--- src/rtl/divider_seq_pkg.sv ---
// Shared types and default widths for the divider sequencer.
package divider_seq_pkg;

    // Sequencer states; busy is simply "not IDLE".
    typedef enum logic [1:0] {
        IDLE = 2'b00,
        LOAD = 2'b01,
        RUN  = 2'b11,
        DONE = 2'b10
    } seq_state_t;

    localparam int DEF_N_ENTRIES = 4;
    localparam int DEF_DIV_W     = 8;
    localparam int DEF_REP_W     = 4;

endpackage

--- src/rtl/divider_sequencer_period_counter.sv ---
// Free-running period counter: counts 0..div-1 while enabled and flags the
// last count of each period as terminal.
module period_counter #(
    parameter int DIV_W = 8
) (
    input  logic             clk,
    input  logic             rst_n,
    input  logic             clr,
    input  logic             en,
    input  logic [DIV_W-1:0] div,
    output logic             terminal
);

    logic [DIV_W-1:0] cnt;

    // div is never 0 while enabled, so div-1 cannot underflow in use and
    // cnt never exceeds div-1 (no overflow).
    assign terminal = en && (cnt == div - DIV_W'(1));

    // Count up while enabled, wrap to 0 on terminal, hold 0 when cleared.
    always_ff @(posedge clk or negedge rst_n) begin
        if (!rst_n) begin
            cnt <= '0;
        end else if (clr) begin
            cnt <= '0;
        end else if (en) begin
            cnt <= terminal ? '0 : cnt + DIV_W'(1);
        end
    end

endmodule

--- src/rtl/divider_sequencer.sv ---
// Table-driven pulse sequencer: walks N_ENTRIES {div, rep} entries, emitting
// rep one-cycle pulses spaced div cycles apart for each non-empty entry.
module divider_sequencer
    import divider_seq_pkg::*;
#(
    parameter int N_ENTRIES = DEF_N_ENTRIES,
    parameter int DIV_W     = DEF_DIV_W,
    parameter int REP_W     = DEF_REP_W,
    localparam int IDX_W    = $clog2(N_ENTRIES)
) (
    input  logic             clk,
    input  logic             rst_n,
    input  logic             cfg_we,
    input  logic [IDX_W-1:0] cfg_addr,
    input  logic [DIV_W-1:0] cfg_div,
    input  logic [REP_W-1:0] cfg_rep,
    input  logic             start,
    input  logic             abort,
    output logic             out,
    output logic             busy,
    output logic             done,
    output logic             cfg_rejected
);

    seq_state_t       state_q, state_d;
    logic [IDX_W-1:0] idx_q;
    logic [REP_W-1:0] rep_left_q;
    logic [DIV_W-1:0] tbl_div [N_ENTRIES];
    logic [REP_W-1:0] tbl_rep [N_ENTRIES];

    logic [DIV_W-1:0] cur_div;
    logic [REP_W-1:0] cur_rep;
    logic             entry_skip;
    logic             is_last;
    logic             term;
    logic             run_en;

    assign cur_div    = tbl_div[idx_q];
    assign cur_rep    = tbl_rep[idx_q];
    assign entry_skip = (cur_div == '0) || (cur_rep == '0);
    assign is_last    = (idx_q == IDX_W'(N_ENTRIES - 1));
    assign busy       = (state_q != IDLE);
    // Gating with abort keeps a terminal on the abort cycle from producing out.
    assign run_en     = (state_q == RUN) && !abort;

    period_counter #(.DIV_W(DIV_W)) u_period (
        .clk      (clk),
        .rst_n    (rst_n),
        .clr      (!run_en),
        .en       (run_en),
        .div      (cur_div),
        .terminal (term)
    );

    // State register.
    always_ff @(posedge clk or negedge rst_n) begin
        if (!rst_n) state_q <= IDLE;
        else        state_q <= state_d;
    end

    // Next-state logic; abort overrides everything once the block is busy.
    always_comb begin
        state_d = state_q;
        case (state_q)
            IDLE: if (start && !abort) state_d = LOAD;
            LOAD: begin
                if (!entry_skip)  state_d = RUN;
                else if (is_last) state_d = DONE;
                else              state_d = LOAD;
            end
            RUN: begin
                if (term && rep_left_q == REP_W'(1))
                    state_d = is_last ? DONE : LOAD;
            end
            DONE:    state_d = IDLE;
            default: state_d = IDLE;
        endcase
        if (abort && state_q != IDLE) state_d = IDLE;
    end

    // Entry index, remaining repeats and registered outputs.
    always_ff @(posedge clk or negedge rst_n) begin
        if (!rst_n) begin
            idx_q        <= '0;
            rep_left_q   <= '0;
            out          <= 1'b0;
            done         <= 1'b0;
            cfg_rejected <= 1'b0;
        end else begin
            out          <= term;
            done         <= (state_d == DONE);
            cfg_rejected <= cfg_we && busy;
            if (!abort) begin
                case (state_q)
                    IDLE: if (start) idx_q <= '0;
                    LOAD: begin
                        if (entry_skip) idx_q      <= idx_q + IDX_W'(1);
                        else            rep_left_q <= cur_rep;
                    end
                    RUN: begin
                        if (term) begin
                            rep_left_q <= rep_left_q - REP_W'(1);
                            if (rep_left_q == REP_W'(1)) idx_q <= idx_q + IDX_W'(1);
                        end
                    end
                    default: ;
                endcase
            end
        end
    end

    // Sequence table: writable only while idle, cleared to empty on reset.
    always_ff @(posedge clk or negedge rst_n) begin
        if (!rst_n) begin
            for (int i = 0; i < N_ENTRIES; i++) begin
                tbl_div[i] <= '0;
                tbl_rep[i] <= '0;
            end
        end else if (cfg_we && state_q == IDLE) begin
            tbl_div[cfg_addr] <= cfg_div;
            tbl_rep[cfg_addr] <= cfg_rep;
        end
    end

endmodule
--- config.mk ---
export PLATFORM = sky130hd
export DESIGN_NAME = divider_sequencer
export DESIGN_NICKNAME = d
export VERILOG_FILES = /design/src/rtl/divider_seq_pkg.sv /design/src/rtl/divider_sequencer_period_counter.sv /design/src/rtl/divider_sequencer.sv
export SDC_FILE = /design/constraint.sdc
export NUM_CORES = 1
export LEC_CHECK = 0
export BUFFER_PORTS_ARGS = -buffer_cell sky130_fd_sc_hd__buf_4
export CORE_MARGIN = 2
export CORE_UTILIZATION = 42
export DETAILED_ROUTE_END_ITERATION = 6
export PLACE_DENSITY = 0.6
export SYNTH_ARGS = -nofsm -noshare
export SYNTH_HDL_FRONTEND = slang
export SYNTH_SLANG_ARGS = --single-unit
--- constraint.sdc ---
create_clock -name clk -period 3.6 [get_ports clk]
set_input_delay 0.54 -clock clk [delete_from_list [all_inputs] [get_ports clk]]
set_output_delay 0.54 -clock clk [all_outputs]
set_load 0.05 [all_outputs]
* Yosys cells after proc, flatten, opt, wreduce, memory -nomap -nowiden
Index checks and enable logic that the tools add are counted.
** Storage, ports and cells
- Bits in registers :: 67
- Output and inout bits :: 4
- Bits of input ports :: 19
- Logic and storage cells :: 83
** Cells by class
- Equal/unequal tests :: 12
- Reductions and logical operators :: 18
- $add $sub $neg :: 4
- Order comparisons :: 3
- Bitwise gates (word level) :: 3
- Mux-type cells :: 28
** Operators by type and width (number)
- two-way mux 8 bit :: 5
- bitwise mux 32 bit :: 1
- two-way mux 4 bit :: 5
- two-way mux 2 bit :: 9
- binary-select mux 8 bit (select 2 bit) :: 1
- bitwise mux 16 bit :: 1
- demux 8 bit (select 2 bit) :: 1
- adder 8 x 1 -> 8 bit (second input constant) :: 1
- binary-select mux 4 bit (select 2 bit) :: 1
- demux 4 bit (select 2 bit) :: 1
- equality test 2 bit (second input constant) :: 4
- equality test 8 bit :: 1
- logical AND 1 bit :: 8
- logical NOT 8 bit :: 1
- != test 2 bit (second input constant) :: 4
- one-hot mux 2 bit (4 select lines) :: 1
- one-hot mux 4 bit (2 select lines) :: 1
- subtractor 8 x 1 -> 8 bit (second input constant) :: 1
- greater-or-equal comparator 3 bit (second input constant) :: 2
- inverter 2 -> 3 bit :: 2
- one-hot mux 2 bit (3 select lines) :: 1
- AND reduction 6 bit :: 1
- equality test 4 x 1 -> 1 bit (second input constant) :: 1
- logical NOT 4 bit :: 1
- other kinds (12) :: 13

* Longest topological paths before layout
- Word-level depth :: 12
- Mapped depth :: 13
- Gate-level depth less buffers :: 11

* Hierarchy
From an unflattened synthesis, not the netlist that was laid out.
** Second synthesis, totals
- Cells, all modules :: 268
- Area, all modules :: 3472.1 um^2
** By module, submodules not included
- divider_sequencer :: sequential area each 1476.4 um^2, cells each 183, area each 2745.1 um^2, times used 1
- period_counter :: sequential area each 200.2 um^2, cells each 85, area each 726.9 um^2, times used 1

* Least setup slack after synthesis
OpenSTA, ideal clock, no wires.
- Kind :: register -> register
- Start point :: register idx_q[0]
- End point :: register idx_q[0]
- Data arrival time :: 2.958 ns
- Setup time :: 0.127 ns
- Stages on the path, launching flop included :: 13
- Slack :: 0.514 ns
- Path buffers :: 1
- Period minus slack after synthesis :: 3.086 ns
- Required time :: 3.473 ns
- Path through :: dfrtp_1 -> buf_6 -> mux4_2 -> inv_1 -> ha_1 -> nor2b_1 -> nand2_1 -> o32a_1 -> o41ai_4 -> o22ai_4 -> a311oi_1 -> and2_2 -> mux2_1
** Between the ends
- Cells in the longest elaborated chain, start to end :: 9
- Elaborated cells between the ends (all ways) :: 21
- Classes of those cells :: 2 x add/sub; 3 x eq/ne; 10 x mux; 1 x bitwise; 5 x reduce/logical
** RTL lines
- start, declared :: line divider_sequencer.sv:26 : logic [IDX_W-1:0] idx_q;
- start signal, assigned :: line divider_sequencer.sv:97 : if (entry_skip) idx_q <= idx_q + IDX_W'(1);
- start signal, assigned :: line divider_sequencer.sv:103 : if (rep_left_q == REP_W'(1)) idx_q <= idx_q + IDX_W'(1);
- inverter 2 -> 3 bit (implied by the code) :: line divider_sequencer.sv:38, divider_sequencer.sv:39
- binary-select mux 8 bit (select 2 bit) :: line divider_sequencer.sv:38 : assign cur_div = tbl_div[idx_q];
- two-way mux 8 bit (implied by the code) (2 in a row) :: line divider_sequencer.sv:38
- subtractor 8 x 1 -> 8 bit :: line divider_sequencer_period_counter.sv:18 : assign terminal = en && (cnt == div - DIV_W'(1));
- equality test 8 bit :: line divider_sequencer_period_counter.sv:18
- logical AND 1 bit :: line divider_sequencer_period_counter.sv:18
- != test 2 bit (no line)
- AND reduction 6 bit (no line)
Several ways; a longest one is shown, not always the timed one. The select of a mux whose other input is x is not followed.
A chain may end at the register's enable or synchronous reset.

* Worst setup path in the final report
Same ends and word-level chain as after synthesis.

==> impl_metrics.toml <==
[status]
status = "finished, final reports clean"

[cells_and_area]
drive_above_1_share_pct = 41.25
design_area_sq_um = 3993
nNetsFinal = 323
diodes = 0
area_growth_pct = 14.50

[critical_path]
crit_slowest_cell = "mux4_2"
max_stage_delay_ps = 590
r2r_cells = 11
crit_fanout = 4
crit_type = "reg -> reg"
cp-endpoint = "idx_q[0]$_DFFE_PN0P_"
r2r-end = "idx_q[0]$_DFFE_PN0P_"
rr_startpoint = "idx_q[0]$_DFFE_PN0P_"
r2r_setup_slack_ps = 330
crit_start = "idx_q[0]$_DFFE_PN0P_"
start_kind = "flop"
crit_path_cell_trace = "mux4_2 -> inv_1 -> ha_1 -> nor2b_1 -> nand2_1 -> o32a_1 -> o41ai_4 -> o22ai_4 -> a311oi_1 -> and2_2 -> mux2_1"
cp.required_ps = 3830
cp.arrival_ps = 3500
worst_setup_path_end_kind = "flop"

[worst_hold_path]
hp-class = "in -> async"

[route]
viasPerCell = 5.578
drt_wl_total_um = 7006
dr.pass1.iters = 4
drtIter0Drc = 104
drc = 0
antenna_left = 0
vias = 2276
wl_per_cell_um = 17.17

[yosys]
syn-cell-area_sq_um = 3487
synth_cell_type_count = 55
syn-num-nets = 295
synth_adder_area_share_pct = 1.794
synth-xor-area-share_pct = 3.265
synth_compound_area_share_pct = 8.217
synth_area_per_cell_sq_um = 12.87
synthSimpleGateAreaFrac_pct = 10.84
ys_ff_latch = 67
synth_top_family_by_area = "multiplexers"
synthMuxAreaShare_pct = 24.76
synthArstFlopShare_pct = 100.0
synth_edf_count = 0
yosysSeqAreaShare_pct = 48.08
synth_flop_cell = "dfrtp_1"
yosysWarnings = 0
syn_inst = 271

[global_routing]
grt_antenna_before_repair = 0
grt_pass1_wl_um = 12050
grt_start_max_net_pins = 68
overflow = 0
grt_use_total_pct = 17.60
grt_pass1_vias = 2320

[die]
num_io_pins = 23
die_area_sq_um = 9048
core_sq_um = 8134
start_util_pct = 42.87
die_w_um = 95.12
row_count = 33
die_y_um = 95.12

[pwr]
ir_worst_vdd_mv = 0.4095
p_total_mw = 2.957
p_leak_nw = 1.656
power_density_nw_per_um2 = 740.7

[clock_network]
clock-sinks = 67
clkTransAtPathRegs_ps = 80
cts-root-buf = "clkbuf_8"
cts_buffers = 9
clock_latency_ps = 350
hold_buffers = 0
clockBufferDepth = 2
htree_num_levels = 3
cts_tree = "built"

[timing]
rsz0062_at_grt = "no"
hold_slack_ps = 308.8
fmax_mhz = 305.8
finalCritPeriodShare_pct = 90.83
slew_headroom_pct = 42.62
setup_violations = 0
fin_tns_setup_ps = 0
hold_violations = 0
tightest_slew_ps = 860.6
period_minus_slack_ps = 3270
slew_violations = 0
finClkSkew_ps = 8.605

[flow_run]
max_cap_violations = 0

[placed_design]
port-buffer-count = 22
routabilityCongestion = 0.8266
place_area_sq_um = 3762
hpwlAfterDp_um = 4808
placed cells by master, fill, tap and decap left out, types with 7 or more instances in the layout:
master and instances:
dfrtp_1 67, nand2_1 12, inv_1 10, mux4_2 12, nor2_1 11, clkbuf_8 9, xnor2_1 7, buf_4 28
nand3_1 8, nor2_2 9, mux2_2 48
critical path: cells and delay by family, from the launching register on:
kind,cells,cell delay [ps]
AOI/OAI and AO/OA,4,1020
and+or+nand+nor,3,460
adders and majority gates,1,200
muxes,2,900
buffers and inverters,1,110
DFF,1,460
synthesized netlist by cell type, drive strengths merged, types with 2 or more instances:
master,number,share of area (%)
o21ai,3,0.43
inv,10,1.1
nand4,3,0.54
mux2,50,16
ha,5,1.8
nand2b,2,0.36
dfrtp,67,48
nand2,12,1.3
xor2,6,1.5
and3,2,0.36
nor2,20,2.8
o22ai,2,0.75
nor3,8,1.5
nand3,8,1.1
nor2b,4,0.72
mux4,12,7.8
nor3b,2,0.43
a41oi,3,0.75
mux2i,3,0.86
buf,6,1.4
a21oi,6,0.86
a21o,2,0.43
clkbuf,5,0.54
xnor2,7,1.8
stage by stage:
| step | instances | utilization [%] | setup WS [ps] |
|---|---|---|---|
| floorplan | 271 | - | 514.4 |
| global placement | 392 | 46.25 | 381.9 |
| detailed placement | 392 | 46.25 | 276.9 |
| CTS | 407 | 48.88 | 244.8 |
| global route | 408 | 49.08 | 13.89 |
| finish | 408 | 49.08 | 330.3 |
cell type report:
cell class,instances,area (sq um)
Multi-Input combinational cell,183,1723
Sequential cell,67,1677
Clock inverter,6,90.09
Tap cell,105,131.4
Fill cell,704,4141
Inverter,10,37.54
Timing Repair Buffer,28,210.2
Clock buffer,9,123.9
registers in the layout, summed over array words and instances (netlist names):
name and count:
done 1, cfg_rejected 1, rep_left_q 4, tbl_rep 16, u_period.cnt 8, state_q 2, idx_q 2, tbl_div 32
out 1
power by group:
part / internal, mW / total (mW) / leakage [nW] / switching [mW]
combinational: 0.588 / 1.14 / 0.727 / 0.554
sequential: 0.969 / 1.12 / 0.824 / 0.149
clock: 0.388 / 0.697 / 0.106 / 0.308
per-layer routing:
layer / routed length [um] / track usage, % / part of all wire (%)
met4: 127 / 7.367 / 1.8
met3: 259 / 4.348 / 3.7
met1: 3465 / 25.28 / 49
met5: 0 / 0 / 0
met2: 3154 / 25.41 / 45
worst min-delay path by stage:
stage                           startpoint                        end  slack, ps
floorplan                            rst_n     cfg_rejected$_DFF_PN0_        240
global placement    tbl_div[6]$_DFFE_PN0P_     tbl_div[6]$_DFFE_PN0P_        480
detailed placement  tbl_rep[0]$_DFFE_PN0P_     tbl_rep[0]$_DFFE_PN0P_        490
CTS                                  rst_n  u_period.cnt[4]$_DFF_PN0_        330
global route                         rst_n    tbl_div[10]$_DFFE_PN0P_        380
finish                               rst_n  u_period.cnt[2]$_DFF_PN0_        310
kinds of logic after synthesis:
group                    count (synthesis)
flip-flops                              67
adder cells (fa/ha/maj)                  5
AND/OR/NAND/NOR                         68
buffers and inverters                   21
XOR/XNOR                                13
multiplexers                            65
AO/OA/AOI/OAI                           32
what timing repair did:
item | 4_1_cts | 5_1_grt
endpoints found under the hold margin | 0 | 0
setup buffers | 0 | 1
resized for setup | 0 | 2
setup endpoints to repair | 0 | 10
Note: power is estimated with default switching activity, not from simulation.
